**src/rtl/rnn_pkg.sv**
```systemverilog
// rnn_pkg: shared constants, layer ids and sequencer state type for the RNN denoise datapath.
package rnn_pkg;
  localparam int NUM_LAYERS = 6;
  localparam int FLOAT_W = 32;
  localparam int FEAT_N = 42;
  localparam int GAIN_N = 22;
  localparam int LID_W = 3;
  localparam logic [LID_W-1:0] L_IN_DENSE = 3'd0;
  localparam logic [LID_W-1:0] L_VAD_GRU = 3'd1;
  localparam logic [LID_W-1:0] L_VAD_DENSE = 3'd2;
  localparam logic [LID_W-1:0] L_NOISE_GRU = 3'd3;
  localparam logic [LID_W-1:0] L_DN_GRU = 3'd4;
  localparam logic [LID_W-1:0] L_DN_DENSE = 3'd5;
  typedef enum logic [1:0] {IDLE, ISSUE, WAIT, DONE} seq_state_t;
endpackage

```
**src/rtl/rnn_seq_watchdog.sv**
```systemverilog
// rnn_seq_watchdog: one-cycle timeout pulse once a layer has run TIMEOUT cycles without completing.
module rnn_seq_watchdog #(
  parameter int TIMEOUT = 1024
) (
  input  logic clk,
  input  logic rst,
  input  logic i_en,
  input  logic i_kick,
  output logic o_timeout
);
  localparam int CW = $clog2(TIMEOUT);
  logic [CW-1:0] r_cnt;
  always_ff @(posedge clk)
    r_cnt <= (rst || !i_en || i_kick) ? '0 : r_cnt + 1'b1;
  // WAIT is entered one cycle after layer_start, so TIMEOUT-2 counted WAIT cycles make TIMEOUT since start
  assign o_timeout = i_en & ~i_kick & (r_cnt == CW'(TIMEOUT - 2));
endmodule

```
**src/rtl/rnn_layer_sequencer.sv**
```systemverilog
// rnn_layer_sequencer: frame-level controller stepping the shared layer engine through six layers.
// Optional watchdog abort enabled by defining RNN_SEQ_WATCHDOG_EN.
module rnn_layer_sequencer
  import rnn_pkg::*;
#(
  parameter int FCNT_W = 16,
  parameter int TIMEOUT = 1024
) (
  input  logic              clk,
  input  logic              rst,
  input  logic              in_valid,
  output logic              in_ready,
  output logic              feat_load,
  output logic              layer_start,
  output logic [LID_W-1:0]  layer_id,
  input  logic              layer_done,
  input  logic              clear_req,
  output logic              gru_clear,
  output logic              out_valid,
  input  logic              out_ready,
  output logic              busy,
  output logic [FCNT_W-1:0] frame_cnt,
  output logic              err
);
  seq_state_t r_state, w_next;
  logic [LID_W-1:0] r_layer_id;
  logic [FCNT_W-1:0] r_frame_cnt;
  logic r_layer_start, r_gru_clear, r_out_valid, r_busy, r_clr_pend;
  logic w_accept, w_last, w_to_idle, w_pend, w_timeout;
  if (TIMEOUT < 2) begin : g_bad_timeout
    $error("TIMEOUT must be at least 2");
  end
  assign in_ready = (r_state == IDLE) & ~r_gru_clear;
  assign w_accept = in_valid & in_ready;
  assign feat_load = w_accept;
  assign w_last = r_layer_id == L_DN_DENSE;
  assign w_to_idle = (r_state != IDLE) & (w_next == IDLE);
  assign w_pend = r_clr_pend | clear_req;
  always_comb begin
    w_next = r_state;
    case (r_state)
      IDLE:  w_next = w_accept ? ISSUE : IDLE;
      ISSUE: w_next = WAIT;
      WAIT:  w_next = w_timeout ? IDLE : layer_done ? (w_last ? DONE : ISSUE) : WAIT;
      DONE:  w_next = out_ready ? IDLE : DONE;
    endcase
  end
  always_ff @(posedge clk) begin
    if (rst) begin
      r_state <= IDLE;
      r_layer_id <= L_IN_DENSE;
      r_layer_start <= 1'b0;
      r_gru_clear <= 1'b0;
      r_out_valid <= 1'b0;
      r_busy <= 1'b0;
      r_clr_pend <= 1'b0;
      r_frame_cnt <= '0;
    end else begin
      r_state <= w_next;
      r_layer_start <= w_next == ISSUE;
      r_out_valid <= w_next == DONE;
      r_busy <= w_next != IDLE;
      // clears requested mid-frame are deferred to the first IDLE cycle
      r_gru_clear <= (r_state == IDLE) ? clear_req & ~w_accept : w_to_idle & w_pend;
      r_clr_pend <= (r_state == IDLE) ? clear_req & w_accept : w_pend & ~w_to_idle;
      if (w_accept)
        r_layer_id <= L_IN_DENSE;
      else if (r_state == WAIT && layer_done && !w_last)
        r_layer_id <= r_layer_id + 3'd1;
      if (r_state == DONE && out_ready)
        r_frame_cnt <= r_frame_cnt + 1'b1;
    end
  end
  assign layer_start = r_layer_start;
  assign layer_id = r_layer_id;
  assign gru_clear = r_gru_clear;
  assign out_valid = r_out_valid;
  assign busy = r_busy;
  assign frame_cnt = r_frame_cnt;
`ifdef RNN_SEQ_WATCHDOG_EN
  logic r_err;
  rnn_seq_watchdog #(.TIMEOUT(TIMEOUT)) u_wdog (
    .clk(clk),
    .rst(rst),
    .i_en(r_state == WAIT),
    .i_kick(layer_done),
    .o_timeout(w_timeout)
  );
  always_ff @(posedge clk)
    r_err <= rst ? 1'b0 : r_err | w_timeout;
  assign err = r_err;
`else
  assign w_timeout = 1'b0;
  assign err = 1'b0;
`endif
endmodule

```
**config.mk**
```make
export PLATFORM = sky130hd
export DESIGN_NAME = rnn_layer_sequencer
export DESIGN_NICKNAME = d
export VERILOG_FILES = /design/src/rtl/rnn_pkg.sv /design/src/rtl/rnn_seq_watchdog.sv /design/src/rtl/rnn_layer_sequencer.sv
export SDC_FILE = /design/constraint.sdc
export NUM_CORES = 1
export LEC_CHECK = 0
export CORE_UTILIZATION = 30
export CTS_CLUSTER_DIAMETER = 80
export DETAILED_ROUTE_END_ITERATION = 8
export PLACE_DENSITY = 0.59
export SKIP_CTS_REPAIR_TIMING = 1
export SLEW_MARGIN = 20
export SYNTH_ARGS = -nofsm -noshare
export SYNTH_HDL_FRONTEND = slang
export SYNTH_HIERARCHICAL = 1
export SYNTH_SLANG_ARGS = --single-unit
```
**constraint.sdc**
```tcl
create_clock -name clk -period 4 [get_ports clk]
set_input_delay 0.4 -clock clk [delete_from_list [all_inputs] [get_ports clk]]
set_output_delay 0.4 -clock clk [all_outputs]
set_load 0.005 [all_outputs]
```
# After elaboration in Yosys (flattened, before gate mapping)
# Cells that the tools add are included.
dict set report word_totals {
  inputBits 6
  output_inout_bits 26
  register_bits 26
}
dict set report classes {
  bitwise 11
  reduce_logical 9
  n_addsub 2
  n_eq_ne 6
  mux 7
}
# cell count
set ops {}
lappend ops {{$add 16x1->16 const B} 1}
lappend ops {{$pmux 2 s4} 1}
lappend ops {{$and 1x1->1} 7}
lappend ops {{$eq 2x2->1 const B} 3}
lappend ops {{$mux 2} 3}
lappend ops {{$eq 2x1->1 const B} 2}
lappend ops {{$logic_not 2->1} 2}
lappend ops {{$reduce_bool 2->1} 2}
lappend ops {{$add 3x1->3 const B} 1}
lappend ops {{$eq 3x3->1 const B} 1}
lappend ops {{$logic_and 1x1->1} 3}
lappend ops {{$mux 1} 3}
lappend ops {{$not 1->1} 3}
lappend ops {{$reduce_or 2->1} 1}
lappend ops {{$logic_not 1->1} 1}
lappend ops {{$or 1x1->1} 1}

# Depth between registers and ports, before layout
dict set report logic_depth {
  word_depth 10
  mapped_depth 6
  mapped_depth_nobuf 6
}

# Worst setup path before layout
# No wires, ideal clock.
dict set report synth_timing {
  kind {flip-flop to flip-flop}
  start {reg r_frame_cnt[3] (netlist: frame_cnt[3])}
  end {reg r_frame_cnt[14] (netlist: frame_cnt[14])}
  t_required_ns 3.877
  path_buffers 0
  path_stages_with_launch 5
  t_arrival_ns 1.380
  slack_ns 2.497
  cell_sequence {dfxtp_1 > nand4_2 > nor4_1 > and3_2 > mux2_1}
}
dict set report synth_between {
  elab_chain_len 1
}
# element line_no
set synth_lines {}
lappend synth_lines {{start: declaration} rnn_layer_sequencer.sv:27} ;# logic [FCNT_W-1:0] r_frame_cnt;
lappend synth_lines {{start signal: assignment} rnn_layer_sequencer.sv:71} ;# r_frame_cnt <= r_frame_cnt + 1'b1;
lappend synth_lines {{$add 16x1->16} rnn_layer_sequencer.sv:71}
# No other way between the ends.
# A chain may end at the register's enable or synchronous reset.

# Worst setup path after layout
dict set report layout_timing {
  start {in in_valid}
  end {out feat_load}
}
dict set report layout_between {
  elab_chain_len 1
}
# element line_no
set layout_lines {}
lappend layout_lines {{start: declaration} rnn_layer_sequencer.sv:11} ;# input logic in_valid,
lappend layout_lines {{$and 1x1->1} rnn_layer_sequencer.sv:34} ;# assign w_accept = in_valid & in_ready;
lappend layout_lines {{end: declaration} rnn_layer_sequencer.sv:13} ;# output logic feat_load,
# No other way between the ends.

==> summary.md <==
| Metric | Value |
|---|---|
| Share of Yosys cell area claimed by the top area cell type | `43.1%` |
| Net count after synthesis | `146` |
| Largest net degree at the start of global routing | `25` |
| Number of synthesized flops with an enable pin | `0` |
| Element type at the critical path start | `input pin` |
| Port Buf Inserts | `30` |
| Final-report hold violation count | `0` |
| Worst Setup End Kind | `primary output` |
| CTS H-Tree Depth | `1` |
| Wire length of the first global-routing pass | `4220 um` |
| Worst supply voltage drop on vdd | `0.176 mV` |
| Number of warnings issued by yosys | `6` |
| Number of pins with negative max-slew slack in the final report | `0` |
| Worst R2R Setup Slack | `2.16 ns` |
| Top cells by area in the synthesized netlist | `sky130_fd_sc_hd__dfxtp_1 (43%), sky130_fd_sc_hd__nor2_1 (6.8%), sky130_fd_sc_hd__xnor2_1 (5.8%)` |
| Clock-pin slew of the registers on the worst-case setup and hold paths | `0.09 ns` |
| Cell area after placement | `1530 um2` |
| Die Y-Extent | `65.5 um` |
| Maximum count of clock buffers along a single path | `2` |
| Worst reg2reg startpoint | `r_state[1]` |
| Antenna cells | `0` |
| Power per cell area | `332 nW/um2` |
| Instance count of the mapped netlist | `137` |
| Setup repair after global routing missed its margin | `no` |
| Worst slew pin tran | `0.804 ns` |
| First element of the critical path | `in_valid` |
| Max FO, Critical Path | `2` |
| Final count of negative-setup-slack endpoints | `0` |
| Leakage component of the power | `0.584 nW` |
| Clock insertion delay at the later pin of the skew report | `0.27 ns` |
| Cell with the biggest individual delay on the critical path | `sky130_fd_sc_hd__clkdlybuf4s50_1` |
| Via count | `1000` |
| Clock tree sinks | `26` |
| Initial antenna violation count | `0` |
| Fin Clk Skew | `0.00900 ns` |
| Buf+Inv Stages, Crit Path | `2` |
| Tot GR Track Use | `12.5%` |
| Number of nets in the layout | `174` |
| Outcome | `finished clean` |
| DRC Markers | `0` |
| Rel. slew slack | `46.2%` |
| Drt first-iter violations | `45` |
| Hold Crit Class | `reg2reg` |
| Last weighted congestion value of the routability-driven placer | `0.748` |
| Area leader, netlist | `sky130_fd_sc_hd__dfxtp_1` |
| Post-route cell area | `1600 um2` |
| Primary FF master, synth | `sky130_fd_sc_hd__dfxtp_1` |
| Share of the clock period used by the worst path | `52.2%` |
| Post-detailed-route count of antenna-violating nets | `0` |
| Post-synth cell types | `37` |
| Clock tree from TritonCTS | `built` |
| CP cell instances | `clkdlybuf4s50_1, nor2b_1, and2_1, clkdlybuf4s50_1` |
| Number of global-route vias before repair | `950` |
| Die Footprint | `4290 um2` |
| Post-synthesis cell area | `1210 um2` |
| Top achievable clock speed | `0.479 GHz` |
| Hold Crit Start | `r_clr_pend` |
| Leading cell type by number of instances after synthesis | `sky130_fd_sc_hd__dfxtp_1` |
| Clk Tree Root Cell | `sky130_fd_sc_hd__clkbuf_8` |
| Family with the most delay on the worst path | `buffers and inverters` |
| Initial core utilization | `32.1%` |
| Worst Setup Path Type | `in2out` |
| Fraction of layout instances using a drive strength above 1 | `7.93%` |
| Routed Wire Length | `2530 um` |
| Clock buffer count from CTS | `3` |
| Overflow after GRT | `0` |
| Length of the first detailed-routing pass in iterations | `4` |
| I/O Pins | `32` |
| Data arrival at the endpoint of the critical path | `1.69 ns` |
| Area Growth Syn to Fin | `32.7%` |
| Part of the Yosys area used for sequential elements | `43.1%` |
| Mean cell area of the mapped netlist | `8.82 um2` |
| FFs w/ async S/R, synth | `0%` |
| Floorplan die width | `65.5 um` |
| DP Wirelength | `1900 um` |
| Total number of placement rows | `22` |
| Setup total negative slack | `0 ns` |
| Number of vias per cell | `4.72` |
| Critical Path RT | `3.60 ns` |
| Most prevalent standard cell on the critical path | `sky130_fd_sc_hd__clkdlybuf4s50_1` |
| Average wire per cell in the routed design | `11.9 um` |
| Placeable Area | `3770 um2` |
| Clock period minus worst slack | `2.09 ns` |
| Max-cap violations | `0` |
| Synth top cells by count | `sky130_fd_sc_hd__dfxtp_1 (26), sky130_fd_sc_hd__nor2_1 (22), sky130_fd_sc_hd__xnor2_1 (8)` |
| Number of flip-flops and latches in the synthesized netlist | `26` |
| Slowest Stage Delay on Critical Path | `0.50 ns` |
-- cell families (layout without fill, tap and decap cells) --
family	Yosys count	count (layout)	synth area share, %
AO/OA/AOI/OAI	13	13	6.42
XOR/XNOR	12	12	8.70
adder cells (fa/ha/maj)	3	3	3.11
buffers and inverters	10	37	3.93
flip-flops	26	26	43.1
multiplexers	3	3	2.79
other	1	1	0.310
AND/OR/NAND/NOR	69	69	31.7
-- path summary, 6_finish.rpt --
path	end	cells past startpoint
worst min-delay path	gru_clear	2
worst min register to register	gru_clear	2
worst max register to register	frame_cnt[12]	4
worst max-delay path	feat_load	4
-- power by group --
| part | total, W | internal (W) | switching, W | leakage, nW |
|---|---|---|---|---|
| Clock | 0.000215 | 0.000134 | 0.0000809 | 0.0357 |
| Combinational | 0.0000456 | 0.0000265 | 0.0000191 | 0.338 |
| Sequential | 0.000273 | 0.000265 | 0.00000774 | 0.211 |
| Total | 0.000533 | 0.000426 | 0.000108 | 0.584 |
-- cells in the final DEF (no fill, tap or decap), types with 2 or more instances in the layout --
cell type                          n
sky130_fd_sc_hd__clkdlybuf4s50_1  30
sky130_fd_sc_hd__dfxtp_1          26
sky130_fd_sc_hd__nor2_1           22
sky130_fd_sc_hd__xnor2_1           8
sky130_fd_sc_hd__nand2_1           7
sky130_fd_sc_hd__nor2b_1           6
sky130_fd_sc_hd__nand3_1           6
sky130_fd_sc_hd__nor3_1            5
sky130_fd_sc_hd__xor2_1            4
sky130_fd_sc_hd__a21oi_1           4
sky130_fd_sc_hd__o21ai_0           4
sky130_fd_sc_hd__inv_1             3
sky130_fd_sc_hd__nand4_1           3
sky130_fd_sc_hd__a211oi_1          3
sky130_fd_sc_hd__mux2_1            3
sky130_fd_sc_hd__ha_1              3
sky130_fd_sc_hd__clkbuf_8          3
sky130_fd_sc_hd__nand3_2           2
sky130_fd_sc_hd__and3_2            2
sky130_fd_sc_hd__and3_1            2
sky130_fd_sc_hd__or3_1             2
-- worst register-to-register path, cell delays in order, from the launching register on --
cell	delay (ns)
sky130_fd_sc_hd__dfxtp_1	0.57
sky130_fd_sc_hd__and4_1	0.41
sky130_fd_sc_hd__nand4_1	0.21
sky130_fd_sc_hd__or3_1	0.38
sky130_fd_sc_hd__a21oi_1	0.18
-- per-layer routing --
metal / wire length (um) / track usage, % / vias to the layer above
li1: - / - / 520
met1: 1260 / 16.2 / 463
met2: 1190 / 21.3 / 15
met3: 54 / 1.56 / 2
met4: 25 / 4.08 / 0
met5: 0 / 0 / -
-- flip-flops by register name (all words and copies together), names as in the netlist --
register     count
frame_cnt       16
out_valid        1
layer_id         3
gru_clear        1
layer_start      1
busy             1
r_clr_pend       1
r_state          2
-- cell type report --
| type | instances | area (um2) |
|---|---|---|
| sequential | 26 | 520 |
| clock inverter | 1 | 30.0 |
| fill | 394 | 2170 |
| timing repair buffer | 30 | 300 |
| clock buffer | 3 | 41.3 |
| inverter | 3 | 11.3 |
| multi-input combinational | 101 | 641 |
| tap | 48 | 60.1 |
-- through the flow --
step | total power [W] | setup WS, ns | cells | utilization (%) | hold WS (ns)
after CTS | 0.000538 | 1.90 | 212 | 42.5 | 0.535
after global routing | 0.000558 | 1.81 | 212 | 42.5 | 0.573
after detailed placement | 0.000325 | 1.82 | 208 | 40.6 | 0.518
after global placement | 0.000325 | 1.93 | 208 | 40.6 | 0.503
final | 0.000533 | 1.91 | 212 | 42.5 | 0.528
after floorplan | 0.000302 | 2.50 | 137 | - | 0.478
Note: power is estimated with default switching activity, not from simulation.
